$ cat src/rtl/rr_index_arbiter.sv
// Round-robin arbiter: picks one of N_REQ requesters and presents it as an index plus valid.
// Each grant lasts at most GRANT_CYCLES clocks before rotating to the next active requester.
module rr_index_arbiter #(
    parameter int IDX_W        = 3,
    parameter int GRANT_CYCLES = 4
) (
    input  logic                  clk,
    input  logic                  rst,
    input  logic [(1<<IDX_W)-1:0] req,
    input  logic                  release_req,
    output logic [IDX_W-1:0]      idx,
    output logic                  valid,
    output logic [7:0]            cnt
);

    localparam int                N_REQ    = 1 << IDX_W;
    localparam logic              ST_IDLE  = 1'b0;
    localparam logic              ST_GRANT = 1'b1;
    localparam logic [7:0]        CNT_LOAD = 8'(GRANT_CYCLES - 1);
    localparam logic [IDX_W-1:0]  IDX_ONE  = IDX_W'(1);

    logic             state_r, state_s;
    logic [IDX_W-1:0] idx_r, idx_s;
    logic [IDX_W-1:0] ptr_r, ptr_s;
    logic [7:0]       cnt_r, cnt_s;
    logic             end_s;

    // First requester found searching upward from p, wrapping modulo N_REQ.
    function automatic logic [IDX_W-1:0] pick_winner(input logic [N_REQ-1:0] r,
                                                     input logic [IDX_W-1:0] p);
        logic [IDX_W-1:0] cand;
        logic [IDX_W-1:0] win;
        win = p;
        for (int i = N_REQ - 1; i >= 0; i--) begin
            cand = p + IDX_W'(i);
            if (r[cand]) begin
                win = cand;
            end else begin
                win = win;
            end
        end
        return win;
    endfunction

    // Next-state and grant selection.
    always_comb begin
        state_s = state_r;
        idx_s   = idx_r;
        ptr_s   = ptr_r;
        cnt_s   = cnt_r;
        end_s   = (cnt_r == 8'd0) | release_req | ~req[idx_r];
        case (state_r)
            ST_IDLE: begin
                if (req != '0) begin
                    state_s = ST_GRANT;
                    idx_s   = pick_winner(req, ptr_r);
                    cnt_s   = CNT_LOAD;
                end else begin
                    state_s = ST_IDLE;
                end
            end
            ST_GRANT: begin
                if (end_s) begin
                    // Search starts just past the current holder so it is found last.
                    ptr_s = idx_r + IDX_ONE;
                    if (req != '0) begin
                        idx_s = pick_winner(req, idx_r + IDX_ONE);
                        cnt_s = CNT_LOAD;
                    end else begin
                        state_s = ST_IDLE;
                        cnt_s   = 8'd0;
                    end
                end else begin
                    cnt_s = cnt_r - 8'd1;
                end
            end
            default: begin
                state_s = ST_IDLE;
                cnt_s   = 8'd0;
            end
        endcase
    end

    // State and output registers.
    always_ff @(posedge clk or negedge rst) begin
        if (!rst) begin
            state_r <= ST_IDLE;
            idx_r   <= '0;
            ptr_r   <= '0;
            cnt_r   <= 8'd0;
        end else begin
            state_r <= state_s;
            idx_r   <= idx_s;
            ptr_r   <= ptr_s;
            cnt_r   <= cnt_s;
        end
    end

    assign idx   = idx_r;
    assign valid = state_r;
    assign cnt   = cnt_r;

endmodule

$ cat config.mk
export PLATFORM = sky130hd
export DESIGN_NAME = rr_index_arbiter
export DESIGN_NICKNAME = d
export VERILOG_FILES = /design/src/rtl/rr_index_arbiter.sv
export SDC_FILE = /design/constraint.sdc
export NUM_CORES = 1
export LEC_CHECK = 0
export BUFFER_PORTS_ARGS = -buffer_cell sky130_fd_sc_hd__buf_4
export CORE_AREA = 3 3 94 96
export CTS_CLUSTER_SIZE = 40
export DETAILED_ROUTE_END_ITERATION = 10
export DIE_AREA = 0 0 97 99
export PLACE_DENSITY_LB_ADDON = 0.25
export RECOVER_POWER = 25
export SETUP_SLACK_MARGIN = 0.2
export SYNTH_ARGS = -nofsm -noshare
export SYNTH_HDL_FRONTEND = slang
export SYNTH_SLANG_ARGS = --single-unit
$ cat constraint.sdc
create_clock -name clk -period 2.7 [get_ports clk]
set_input_delay 0.135 -clock clk [delete_from_list [all_inputs] [get_ports clk]]
set_output_delay 0.135 -clock clk [all_outputs]
set_load 0.02 [all_outputs]
==> results.yml <==
worst_setup_path:
  critical_path_class: "flop to flop"
  worst_ep_arrival_time_ps: 2840
  worstSetupEndpointType: "flop"
  worst-path-max-fanout: 4
  startpoint_type: "flop"
  worst-endpoint-required_ps: 2830
flow_run:
  cap_viol_max_count: 0
floorplanning:
  rows: 33
  io_pins: 23
  die_area_um2: 9600
  start_util_pct: 30.2
  die_w_um: 97
  coreArea_um2: 8130
  die_h_um: 99
synthesis:
  syn_nets: 287
  synth_seq_cells: 15
  yosysTopAreaCellShare_pct: 15.3
  synthCells: 270
  synth_edf_count: 0
  synth_most_common_cell: "nand2_1"
  netlist_area_um2: 2460
  synth_async_sr_flop_share_pct: 100
  synth_area_leaders: "dfrtp_1, mux4_2, mux4_1, mux2i_1, mux2_2"
  yosysTopAreaCell: "dfrtp_1"
  seq_area_frac_synth_pct: 15.3
  ys_warn_count: 0
  yosysUniqueCellTypes: 58
  syn_avg_cell_area_um2: 9.10
  synth_common_cells: "nand2_1, nor2_1, o21ai_0"
  synth_flop_cell: "dfrtp_1"
cts:
  clock_sinks: 15
  cts.path.max_buffers: 2
  clkLatencyLatePin_ps: 250
  clkTransAtPathRegs_ps: 60
  tritoncts: "done"
  cts_root_buf: "clkbuf_8"
  htree_levels: 1
  numCtsBuffers: 3
worst_hold_path:
  worstHoldPathType: "input port to flop"
layout:
  fin_area_um2: 3320
  area_growth_pct: 35.1
  num_antenna_cells: 0
  final_util_pct: 40.8
  drive_gt1_share_pct: 41.6
  fin_nets: 347
routing:
  vias: 2452
  wire_per_inst_um: 17.6
  dr.pass1.iters: 4
  drc: 0
  antenna_left: 0
  via_per_inst: 5.65
  routed_wl_um: 7640
  drt_iter0_markers: 141
outcome:
  violations: "setup timing"
  outcome: "finished with violations"
sta:
  slew_headroom_pct: 43.8
  post-route-period-util_pct: 100
  finalSetupTns_ps: -8.03
  final_max_slew_viol_count: 0
  finalSetupViolations: 1
  worst_slack_ps: -8.03
  period_minus_slack_ps: 2710
  hold_viol: 0
  fmax_ghz: 0.369
  rsz0062_at_grt: "yes"
  worst_slew_pin_slew_ps: 843
  finClkSkew_ps: 3.50
placement:
  place.gp.congestion: 0.884
  dpl_cell_area_um2: 2980
  port_buffers: 22
  dp_hpwl_um: 5390
grt:
  grt_pass1_vias: 2321
  grt_first_pass_wirelength_um: 12300
  grt_usage_pct: 15.5
  grt_start_max_net_pins: 25
  grt_overflow: 0
  antenna_found_initial: 0
area by class of cell:
cell class	instances	area (µm²)
clock buffers	4	45.0
flip-flops and latches	15	377
repair buffers	79	657
well taps	105	131
fillers	789	4820
multi-input cells	215	2040
inverters	16	66.3
worst max-delay path, stage by stage, from the launching register on:
cell and delay [ps]:
dfrtp_2 410, inv_6 40, ha_4 300, buf_12 130, mux4_2 550, mux2i_4 210
o41ai_4 140, a2111oi_4 340, a211oi_2 70, mux2i_1 120, a221o_1 260
layer usage:
| layer | vias to the layer above | global-route usage (%) | share of wire (%) |
|---|---|---|---|
| li1 | 1168 | - | - |
| met1 | 1221 | 21.4 | 45 |
| met2 | 53 | 26.2 | 50 |
| met3 | 10 | 1.56 | 3.0 |
| met4 | 0 | 3.67 | 1.6 |
| met5 | - | 0 | 0 |
flip-flops by register name (all words and copies together), names as in the netlist:
| register | count |
|---|---|
| cnt | 8 |
| idx | 3 |
| ptr_r | 3 |
| valid | 1 |
cells in the final DEF, fill, tap and decap left out, types with 3 or more instances in the layout:
master    count
nor3b_1       4
a211oi_1      3
a311oi_1      3
mux4_1        4
mux2i_1      12
mux2i_2       3
xnor2_1       3
clkbuf_8      3
nor2_1       19
nor4_1        3
ha_1          4
nor4_4        3
nand4_1       3
mux4_2       17
nand2_1      25
xor2_1        3
buf_6         6
a21oi_1      13
nand2b_1      3
nor2b_1       3
nand3_1       6
mux2_2       12
dfrtp_1      14
nor3_1        7
o21ai_0      17
inv_1        12
buf_4        68
cells by family (layout without fill, tap and decap cells):
group,after synthesis,after routing,synth area share (%)
flip-flops,15,15,15.3
multiplexers,52,52,34.0
buffers and inverters,40,99,8.30
AND/OR/NAND/NOR,80,80,15.5
AO/OA/AOI/OAI,68,68,19.1
adder cells (fa/ha/maj),6,6,3.06
XOR/XNOR,9,9,4.74
timing repair:
action / CTS / global route
endpoints found under the setup margin: 7 / 8
setup buffers: 4 / 4
endpoints found under the hold margin: 15 / 0
resized for setup: 19 / 15
cloned: 0 / 1
hold buffers: 1 / 0
pin swaps: 3 / 6
per-stage QoR:
step / hold slack [ps] / cells / setup WS [ps]
floorplan: -161 / 270 / -208
global placement: 0.569 / 420 / -58.6
CTS: 216 / 429 / 7.66
global route: 235 / 434 / -150
detailed placement: 3.66 / 420 / -147
finish: 216 / 434 / -8.03
worst paths after layout:
check                      slack [ps]       end  cells past startpoint        start
hold / removal                    220    cnt[3]                      4  release_req
min in group asynchronous         510  ptr_r[2]                      2          rst
max in group asynchronous        1620    idx[0]                      2          rst
hold reg to reg                   520    cnt[7]                      1       cnt[7]
setup reg to reg                   -8    idx[0]                     10       idx[0]
setup / recovery                   -8    idx[0]                     10       idx[0]
Power is not shown: default switching activity piles up to over one toggle a cycle in this logic, so the estimate is an artifact.
